$ cat src/rtl/snake_motion_ctrl.sv
// Snake game-state core: latches direction requests, advances the head on each game tick
// with edge wrap, grows on food, and freezes on self-collision.
module snake_motion_ctrl #(
  parameter int unsigned GRID_W   = 40,
  parameter int unsigned GRID_H   = 30,
  parameter int unsigned MAX_LEN  = 16,
  parameter int unsigned INIT_LEN = 3,
  parameter int unsigned START_X  = 20,
  parameter int unsigned START_Y  = 15
) (
  input  logic       clk,
  input  logic       rst,
  input  logic       update_clk,
  input  logic       btn_up,
  input  logic       btn_down,
  input  logic       btn_left,
  input  logic       btn_right,
  input  logic [5:0] food_x,
  input  logic [4:0] food_y,
  input  logic [3:0] seg_idx,
  output logic [5:0] seg_x,
  output logic [4:0] seg_y,
  output logic       seg_valid,
  output logic [5:0] head_x,
  output logic [4:0] head_y,
  output logic [4:0] length,
  output logic       ate,
  output logic       game_over,
  output logic       running
);

  localparam logic [5:0] XMax = 6'(GRID_W - 1);
  localparam logic [4:0] YMax = 5'(GRID_H - 1);
  localparam logic [4:0] LenMax = 5'(MAX_LEN);

  typedef enum logic [1:0] {DirUp, DirDown, DirLeft, DirRight} dir_e;
  typedef enum logic [1:0] {StIdle, StRun, StDead} state_e;

  state_e     state_q, state_d;
  dir_e       dir_q, pend_q, req_dir, opp_dir;
  logic [5:0] seg_x_q [MAX_LEN];
  logic [4:0] seg_y_q [MAX_LEN];
  logic [4:0] len_q;
  logic       ate_q;
  logic       req_valid, accept, hit_food, grow, collide, move;
  logic [5:0] nx;
  logic [4:0] ny;
  int         lim;

  // Button priority: up > down > left > right; reversals against the last move are dropped.
  always_comb begin
    req_valid = btn_up | btn_down | btn_left | btn_right;
    if (btn_up)        req_dir = DirUp;
    else if (btn_down) req_dir = DirDown;
    else if (btn_left) req_dir = DirLeft;
    else               req_dir = DirRight;
    unique case (dir_q)
      DirUp:   opp_dir = DirDown;
      DirDown: opp_dir = DirUp;
      DirLeft: opp_dir = DirRight;
      default: opp_dir = DirLeft;
    endcase
    accept = req_valid && (req_dir != opp_dir) && (state_q != StDead);
  end

  always_comb begin
    nx = seg_x_q[0];
    ny = seg_y_q[0];
    unique case (pend_q)
      DirUp:    ny = (seg_y_q[0] == 5'd0) ? YMax : seg_y_q[0] - 5'd1;
      DirDown:  ny = (seg_y_q[0] == YMax) ? 5'd0 : seg_y_q[0] + 5'd1;
      DirLeft:  nx = (seg_x_q[0] == 6'd0) ? XMax : seg_x_q[0] - 6'd1;
      default:  nx = (seg_x_q[0] == XMax) ? 6'd0 : seg_x_q[0] + 6'd1;
    endcase
    hit_food = (nx == food_x) && (ny == food_y);
    grow     = hit_food && (len_q < LenMax);
    // On a plain move the tail cell vacates, so it is not a collision candidate.
    lim      = grow ? int'(len_q) : int'(len_q) - 1;
    collide  = 1'b0;
    for (int i = 1; i < int'(MAX_LEN); i++) begin
      if ((i < lim) && (seg_x_q[i] == nx) && (seg_y_q[i] == ny)) collide = 1'b1;
    end
    move = (state_q == StRun) && update_clk && !collide;
  end

  always_ff @(posedge clk or posedge rst) begin
    if (rst) state_q <= StIdle;
    else     state_q <= state_d;
  end

  always_comb begin
    state_d = state_q;
    unique case (state_q)
      StIdle:  if (accept) state_d = StRun;
      StRun:   if (update_clk && collide) state_d = StDead;
      default: state_d = StDead;
    endcase
  end

  always_comb begin
    running   = (state_q == StRun);
    game_over = (state_q == StDead);
    seg_x     = '0;
    seg_y     = '0;
    for (int i = 0; i < int'(MAX_LEN); i++) begin
      if (seg_idx == 4'(i)) begin
        seg_x = seg_x_q[i];
        seg_y = seg_y_q[i];
      end
    end
    seg_valid = ({1'b0, seg_idx} < len_q);
  end

  always_ff @(posedge clk or posedge rst) begin
    if (rst) begin
      dir_q  <= DirRight;
      pend_q <= DirRight;
      len_q  <= 5'(INIT_LEN);
      ate_q  <= 1'b0;
      for (int i = 0; i < int'(MAX_LEN); i++) begin
        seg_x_q[i] <= (i < int'(INIT_LEN)) ? 6'(int'(START_X) - i) : 6'd0;
        seg_y_q[i] <= (i < int'(INIT_LEN)) ? 5'(START_Y) : 5'd0;
      end
    end else begin
      if (accept) pend_q <= req_dir;
      ate_q <= move && hit_food;
      if (move) begin
        for (int i = 1; i < int'(MAX_LEN); i++) begin
          seg_x_q[i] <= seg_x_q[i-1];
          seg_y_q[i] <= seg_y_q[i-1];
        end
        seg_x_q[0] <= nx;
        seg_y_q[0] <= ny;
        dir_q      <= pend_q;
        if (grow) len_q <= len_q + 5'd1;
      end
    end
  end

  assign head_x = seg_x_q[0];
  assign head_y = seg_y_q[0];
  assign length = len_q;
  assign ate    = ate_q;

endmodule

$ cat config.mk
export PLATFORM = sky130hd
export DESIGN_NAME = snake_motion_ctrl
export DESIGN_NICKNAME = d
export VERILOG_FILES = /design/src/rtl/snake_motion_ctrl.sv
export SDC_FILE = /design/constraint.sdc
export NUM_CORES = 1
export LEC_CHECK = 0
export ABC_AREA = 1
export BUFFER_PORTS_ARGS = -buffer_cell sky130_fd_sc_hd__buf_2
export CAP_MARGIN = 20
export CORE_UTILIZATION = 50
export CTS_BUF_LIST = sky130_fd_sc_hd__clkbuf_16
export DETAILED_ROUTE_END_ITERATION = 7
export MAX_ROUTING_LAYER = met4
export PLACE_DENSITY = 0.74
export SKIP_LAST_GASP = 1
export SLEW_MARGIN = 20
export SYNTH_ARGS = -nofsm -noshare
export SYNTH_HDL_FRONTEND = slang
export SYNTH_SLANG_ARGS = --single-unit
$ cat constraint.sdc
create_clock -name clk -period 8.33 [get_ports clk]
set_clock_uncertainty 0.15 [all_clocks]
set_input_delay 1.666 -clock clk [delete_from_list [all_inputs] [get_ports clk]]
set_output_delay 1.666 -clock clk [all_outputs]
set_load 0.005 [all_outputs]
==> results_dict.tcl, run 1 <==
set metrics [dict create \
    critPathCaptureType "output port" \
    tightestPinTransition_ns 1.05 \
    die_x_um 158 \
    synth_top_area_cell "dfrtp_1" \
    grt_start_max_net_pins 254 \
    firstDrtPassIters 8 \
    synth_xor_area_share_pct 5.11 \
    fill_cells 2261 \
    yosys.cell_types.count 48 \
    syn-num-nets 1732 \
    synth_edf_count 0 \
    place_area_sq_um 12400 \
    postSynthAreaPerCell_sq_um 7.16 \
    placedCellCount 2001 \
    final_core_util_pct 54.7 \
    post-dp-hpwl_mm 26.1 \
    min_from "seg_y_q[70]" \
    clk_path_buf_depth 2 \
    viasPerCell 5.80 \
    drt_iter0_markers 1728 \
    pwr_density_cell_nw_per_um2 148 \
    fin_nets 1733 \
    synth_adder_area_share_pct 1.03 \
    cts_sinks 188 \
    syn_inst 1700 \
    die-area_sq_um 25000 \
    leakagePower_nw 5.71 \
    num_rows 56 \
    place_congestion 1.08 \
    register_area_sq_um 4740 \
    max_freq_mhz 160 \
    yosysWarnings 0 \
    synth_area_sq_um 12200 \
    finalSetupViolations 0 \
    synth_compound_area_share_pct 15.9 \
    antenna_cells 0 \
    synth_top_family_by_area "simple AND/OR/NAND/NOR gates" \
    fin_cells 2033 \
    drtAntennaViolNets 0 \
    power_mw 1.91 \
    startpoint "seg_idx[2]" \
    cts_hold_buf 0 \
    post-route-min-period_ns 6.25 \
    drt_wl_total_mm 37.6 \
    worstSetupPathType "input port to output port" \
    vias 11800 \
    startpoint_type "input port" \
    outcome "complete, but fails checks" \
    insertion_delay_ns 0.45 \
    h-tree-depth 4 \
    grt_usage_pct 32.2 \
    rr_startpoint "head_x[0]" \
    cp_data_arrival_time_ns 4.43 \
    ys_seq_area_share_pct 38.9 \
    layout_common_cells "485 x nand2_1, 214 x inv_1, 163 x dfrtp_1, 152 x o21ai_1, 126 x nor2_1" \
    clk_pin_slew_worst_paths_ns 0.07 \
    relSlewSlack_pct 30.3 \
    synthFlopType "dfrtp_1" \
    remaining_drc_errors 17 \
    ioPinCount 53 \
    grt-ovfl-total 0 \
    final_area_sq_um 13000 \
    core_area_sq_um 23700 \
    timing.final.crit_share_pct 75.0 \
    initial_core_util_pct 51.4 \
    drive_gt1_share_pct 9.28 \
    cp_max_fo 11 \
    hold_path_class "flop to flop" \
    slew_viol_final 0 \
    async_flop_share_pct 100 \
    synth_seq_cells 188 \
    failed_checks "DRC" \
    fin_tns_setup_ns 0 \
    synth_area_leaders "dfrtp_1 34%, nand2_1 15%, inv_1 6.6%" \
    required_ns 6.51 \
    die_y_um 158 \
    cts_buffers 17 \
    io_buffers 52 \
    rsz0062_at_grt "no" \
    synthSimpleGateAreaFrac_pct 27.9 \
    wl_per_cell_um 18.5 \
    grt_pass1_wl_mm 59.2 \
    grt_antenna_before_repair 0 \
    multi_input_area_sq_um 6070 \
    cts_resized 0 \
    max_cap_violations 0 \
    synth_mux_area_share_pct 0 \
    synth.top_cell.area_share_pct 33.5 \
    cts_root_buf "clkbuf_16" \
    ir_drop_v 0.000135 \
    syn_to_final_growth_pct 6.49 \
    final_common_cell "nand2_1" \
    finalHoldViolCount 0 \
    cts_setup_buffers 0 \
    grt_pass1_vias 10900 \
    cts_tree "yes" \
]
==> report_power, final <==
group	leakage [nW]	switching (mW)	internal (mW)
registers	2.40	0.00227	0.914
logic	3.05	0.152	0.0553
clock network	0.266	0.395	0.393
total	5.71	0.549	1.36
==> final timing paths <==
| check | end | slack (ns) | cells past startpoint |
|---|---|---|---|
| min in group asynchronous | seg_y_q[62] | 1.20 | 2 |
| worst max-delay path | seg_x[1] | 2.08 | 11 |
| worst max register to register | length[2] | 2.91 | 27 |
| worst min-delay path | seg_y_q[70] | 0.33 | 2 |
| max in group asynchronous | seg_y_q[4] | 5.30 | 3 |
| worst min register to register | seg_y_q[70] | 0.33 | 2 |
==> metal layers <==
layer / share of wire [%] / vias up / global-route usage, % / wire length, um
met5: 0 / - / - / 0
met4: 3.4 / 0 / 13.0 / 1290
met3: 11 / 90 / 6.35 / 4150
met2: 43 / 661 / 46.3 / 16100
met1: 43 / 5500 / 44.3 / 16000
li1: - / 5544 / - / -
==> cell families (layout without fill, tap and decap cells) <==
family	after synthesis	count (layout)
and+or+nand+nor	784	784
DFF	188	188
buffers and inverters	304	318
xor gates and xnor gates	71	71
adders and majority gates	10	10
AOI/OAI and AO/OA	343	343
==> area by class of cell <==
cell class | instances | share of cell area (%)
clock inverter | 15 | 0.995
tap | 319 | 3.08
multi-input combinational | 1208 | 46.9
clock buffer | 17 | 3.28
inverter | 224 | 6.55
timing repair buffer | 62 | 2.68
sequential | 188 | 36.6
==> critical path: stages <==
cell and delay, ns:
buf_2 0.16, nor2_1 0.09, nand2_1 0.29, o22ai_1 0.12, a21oi_1 0.15, o221ai_1 0.14, a2111oi_0 0.51, o2111ai_1 0.32
a2111oi_0 0.63, o211ai_1 0.18, buf_2 0.17
==> registers in the layout, summed over array words and instances, names as in the netlist <==
name and flops:
ate 1, dir_q 2, head_x 6, head_y 5
length 5, pend_q 2, seg_x_q 90, seg_y_q 75
state_q 2
==> stage by stage <==
stage / setup WS (ns) / hold slack [ns]
floorplan: 1.44 / 0.301
global placement: 2.30 / 0.313
detailed placement: 2.29 / 0.328
CTS: 2.26 / 0.339
global route: 1.95 / 0.351
finish: 2.08 / 0.335
==> cells in the mapped netlist (2+ instances only) <==
cell type and number:
dfrtp_1 163, nor2_2 2, nand3_2 5, nand3_1 70, buf_4 14, ha_1 10
o21ai_1 152, a21boi_0 2, nor2_4 6, inv_2 7, nor2_1 126, buf_2 25
nand2_1 485, a221oi_1 5, a211oi_1 4, xnor2_1 2, buf_6 18, nand2_2 11
a21oi_1 41, xor2_1 69, nor3_1 17, clkinv_1 2, inv_1 215, o211ai_1 6
dfstp_2 25, o22ai_1 45, o221ai_1 4, o2111ai_1 15, o21ai_0 59, clkbuf_1 17
a2111oi_0 4, nand3_4 3, nor4_1 9, a22oi_1 2, nand4_1 39, buf_1 6
nand3b_1 4
(Power assumes the default switching activity.)
==> run 2, diff against run 1 <==
--- a/config.mk
+++ b/config.mk
@@ -5,7 +5,7 @@
 export SDC_FILE = /design/constraint.sdc
 export NUM_CORES = 1
 export LEC_CHECK = 0
-export ABC_AREA = 1
+export ABC_AREA = 0
 export BUFFER_PORTS_ARGS = -buffer_cell sky130_fd_sc_hd__buf_2
 export CAP_MARGIN = 20
 export CORE_UTILIZATION = 50
==> constraint.sdc (replaced) <==
create_clock -name clk -period 6.3 [get_ports clk]
set_clock_uncertainty 0.15 [all_clocks]
set_input_delay 1.26 -clock clk [delete_from_list [all_inputs] [get_ports clk]]
set_output_delay 1.26 -clock clk [all_outputs]
set_load 0.005 [all_outputs]
==> results_dict.tcl, run 2 <==
set metrics [dict create \
    outcome "finished, final reports clean" \
    fin_tns_setup_ns 0 \
    vias 9977 \
    synthFlopType "dfrtp_1" \
    grt_start_max_net_pins 189 \
    fin_cells 1551 \
    holdWs_ns 0.413 \
    final_core_util_pct 55.7 \
    post-route-min-period_ns 5.96 \
    insertion_delay_ns 0.44 \
    postSynthAreaPerCell_sq_um 10.9 \
    die_x_um 162 \
    core_area_sq_um 25200 \
    cp_slowest_stage_delay_ns 0.85 \
    cts_hold_buf 0 \
    fin_nets 1239 \
    synth_area_leaders "dfrtp_1 32%, mux2_4 12%, xnor2_1 6.6%" \
    grt_pass1_wl_mm 57.6 \
    remaining_drc_errors 0 \
    syn_to_final_growth_pct 8.98 \
    placedCellCount 1517 \
    finalSetupViolations 0 \
    rsz0062_at_grt "no" \
    syn-num-nets 1213 \
    required_ns 6.47 \
    layout_common_cells "163 x dfrtp_1, 100 x mux2_4, 97 x xnor2_1, 66 x xor2_1, 62 x nor2_1" \
    drt_iter0_markers 1302 \
    ir_drop_v 0.000236 \
    finalHoldViolCount 0 \
    synth_edf_count 0 \
    hold_path_class "flop to flop" \
    critPathCaptureType "flop" \
    synth_area_sq_um 12900 \
    slew_viol_final 0 \
    max_freq_mhz 168 \
    synth_seq_cells 188 \
    max_cap_violations 0 \
    yosysWarnings 0 \
    io_buffers 52 \
    wl_per_cell_um 23.8 \
    crit_chain "nor2b_1 -> nand3_1 -> and3_1 -> nor3_1 -> o2111a_1 -> or4b_1 -> nand2_1 -> xnor2_1 -> o22ai_1 -> or4_4 -> nor4_4 -> o21a_4 -> buf_12 -> buf_4 -> mux2_2" \
    largest_reg_flops 90 \
    cp_max_fo 26 \
    fill_cells 2142 \
    leakagePower_nw 5.94 \
    timing.final.crit_share_pct 94.6 \
    relSlewSlack_pct 37.1 \
    post-dp-hpwl_mm 26.3 \
    cts_tree "yes" \
    initial_core_util_pct 51.1 \
    h-tree-depth 4 \
    yosys.cell_types.count 92 \
    ys_seq_area_share_pct 36.8 \
    die-area_sq_um 26400 \
    cp_slowest_cell "dfstp_2" \
    grt-ovfl-total 0 \
    cts_setup_buffers 0 \
    netlist_top_cells_count "163 x dfrtp_1, 100 x mux2_4, 97 x xnor2_1" \
    synth_top_area_cell "dfrtp_1" \
    pwr_density_cell_nw_per_um2 526 \
    cts_buffers 17 \
    drive_gt1_share_pct 27.5 \
    startpoint_type "flop" \
    register_area_sq_um 4740 \
    synth.top_cell.area_share_pct 31.7 \
    cts_resized 0 \
    num_rows 58 \
    clk_pin_slew_worst_paths_ns 0.07 \
    viasPerCell 6.43 \
    clk_path_buf_depth 2 \
    grt_pass1_vias 9689 \
    firstDrtPassIters 5 \
    synth.most_common_cell "dfrtp_1" \
    grt_usage_pct 29.5 \
    top_register "seg_x_q" \
    tightestPinTransition_ns 0.936 \
    cts_root_buf "clkbuf_16" \
    final_common_cell "dfrtp_1" \
    async_flop_share_pct 100 \
    syn_inst 1181 \
    ioPinCount 53 \
    die_y_um 162 \
    cts_sinks 188 \
    drtAntennaViolNets 0 \
    cp_data_arrival_time_ns 6.13 \
    place_congestion 0.957 \
    grt_antenna_before_repair 1 \
    drt_wl_total_mm 36.9 \
    worstSetupPathType "flop to flop" \
    multi_input_area_sq_um 7430 \
]
-- run 2: logic make-up (layout without fill, tap and decap cells) --
logic type	count (synthesis)	in the layout	share of synthesized area, %
AOI/OAI and AO/OA	228	228	12.6
xor gates and xnor gates	167	167	11.8
adders and majority gates	10	10	0.973
buffers and inverters	110	149	5.65
DFF	188	188	36.8
muxes	191	191	19.6
other	0	1	0
and+or+nand+nor	287	287	12.6
-- run 2: path summary, 6_finish.rpt --
check / from / end / slack (ns) / depth (start not counted)
setup / recovery: pend_q[1] / seg_y_q[3] / 0.34 / 15
hold / removal: seg_y_q[18] / seg_y_q[13] / 0.41 / 1
setup reg to reg: pend_q[1] / seg_y_q[3] / 0.34 / 15
hold reg to reg: seg_y_q[18] / seg_y_q[13] / 0.41 / 1
max in group asynchronous: rst / seg_x_q[79] / 4.31 / 4
min in group asynchronous: rst / state_q[0] / 0.79 / 3
-- run 2: final cells by class --
cell class	instances	share of cell area, %
well taps	330	2.95
diodes	1	0.0179
flip-flops and latches	188	33.8
clock buffers	17	3.03
inverters	17	0.482
clock inverters	15	1.51
multi-input cells	883	53.0
repair buffers	100	5.20
-- run 2: where the power goes --
group	internal [mW]	switching [mW]	leakage, nW
logic	1.77	1.69	3.40
clock network	0.674	0.508	0.309
registers	1.82	0.923	2.23
total	4.26	3.12	5.94
-- run 2: layer usage --
metal / track usage, % / vias up / part of all wire [%]
met2: 43.5 / 485 / 46
met3: 5.27 / 98 / 7.5
met4: 11.5 / 0 / 3.3
met5: - / - / 0
li1: - / 4384 / -
met1: 40.3 / 5010 / 44
-- run 2: per-stage QoR --
stage / total power [mW] / area [sq um] / setup WS [ns]
after floorplan: 5.08 / 12900 / 1.16
after global placement: 6.01 / 13400 / 0.388
after detailed placement: 6.10 / 13400 / 0.450
after CTS: 7.31 / 14000 / 0.460
after global routing: 7.76 / 14000 / 0.0942
final: 7.38 / 14000 / 0.340
-- run 2: worst max-delay path: cells and delay by family (launching register included) --
| kind | cells | cell delay, ns |
|---|---|---|
| and+or+nand+nor | 8 | 3.24 |
| xor gates and xnor gates | 1 | 0.15 |
| buffers and inverters | 2 | 0.47 |
| AOI/OAI and AO/OA | 3 | 0.58 |
| DFF | 1 | 0.85 |
| muxes | 1 | 0.37 |
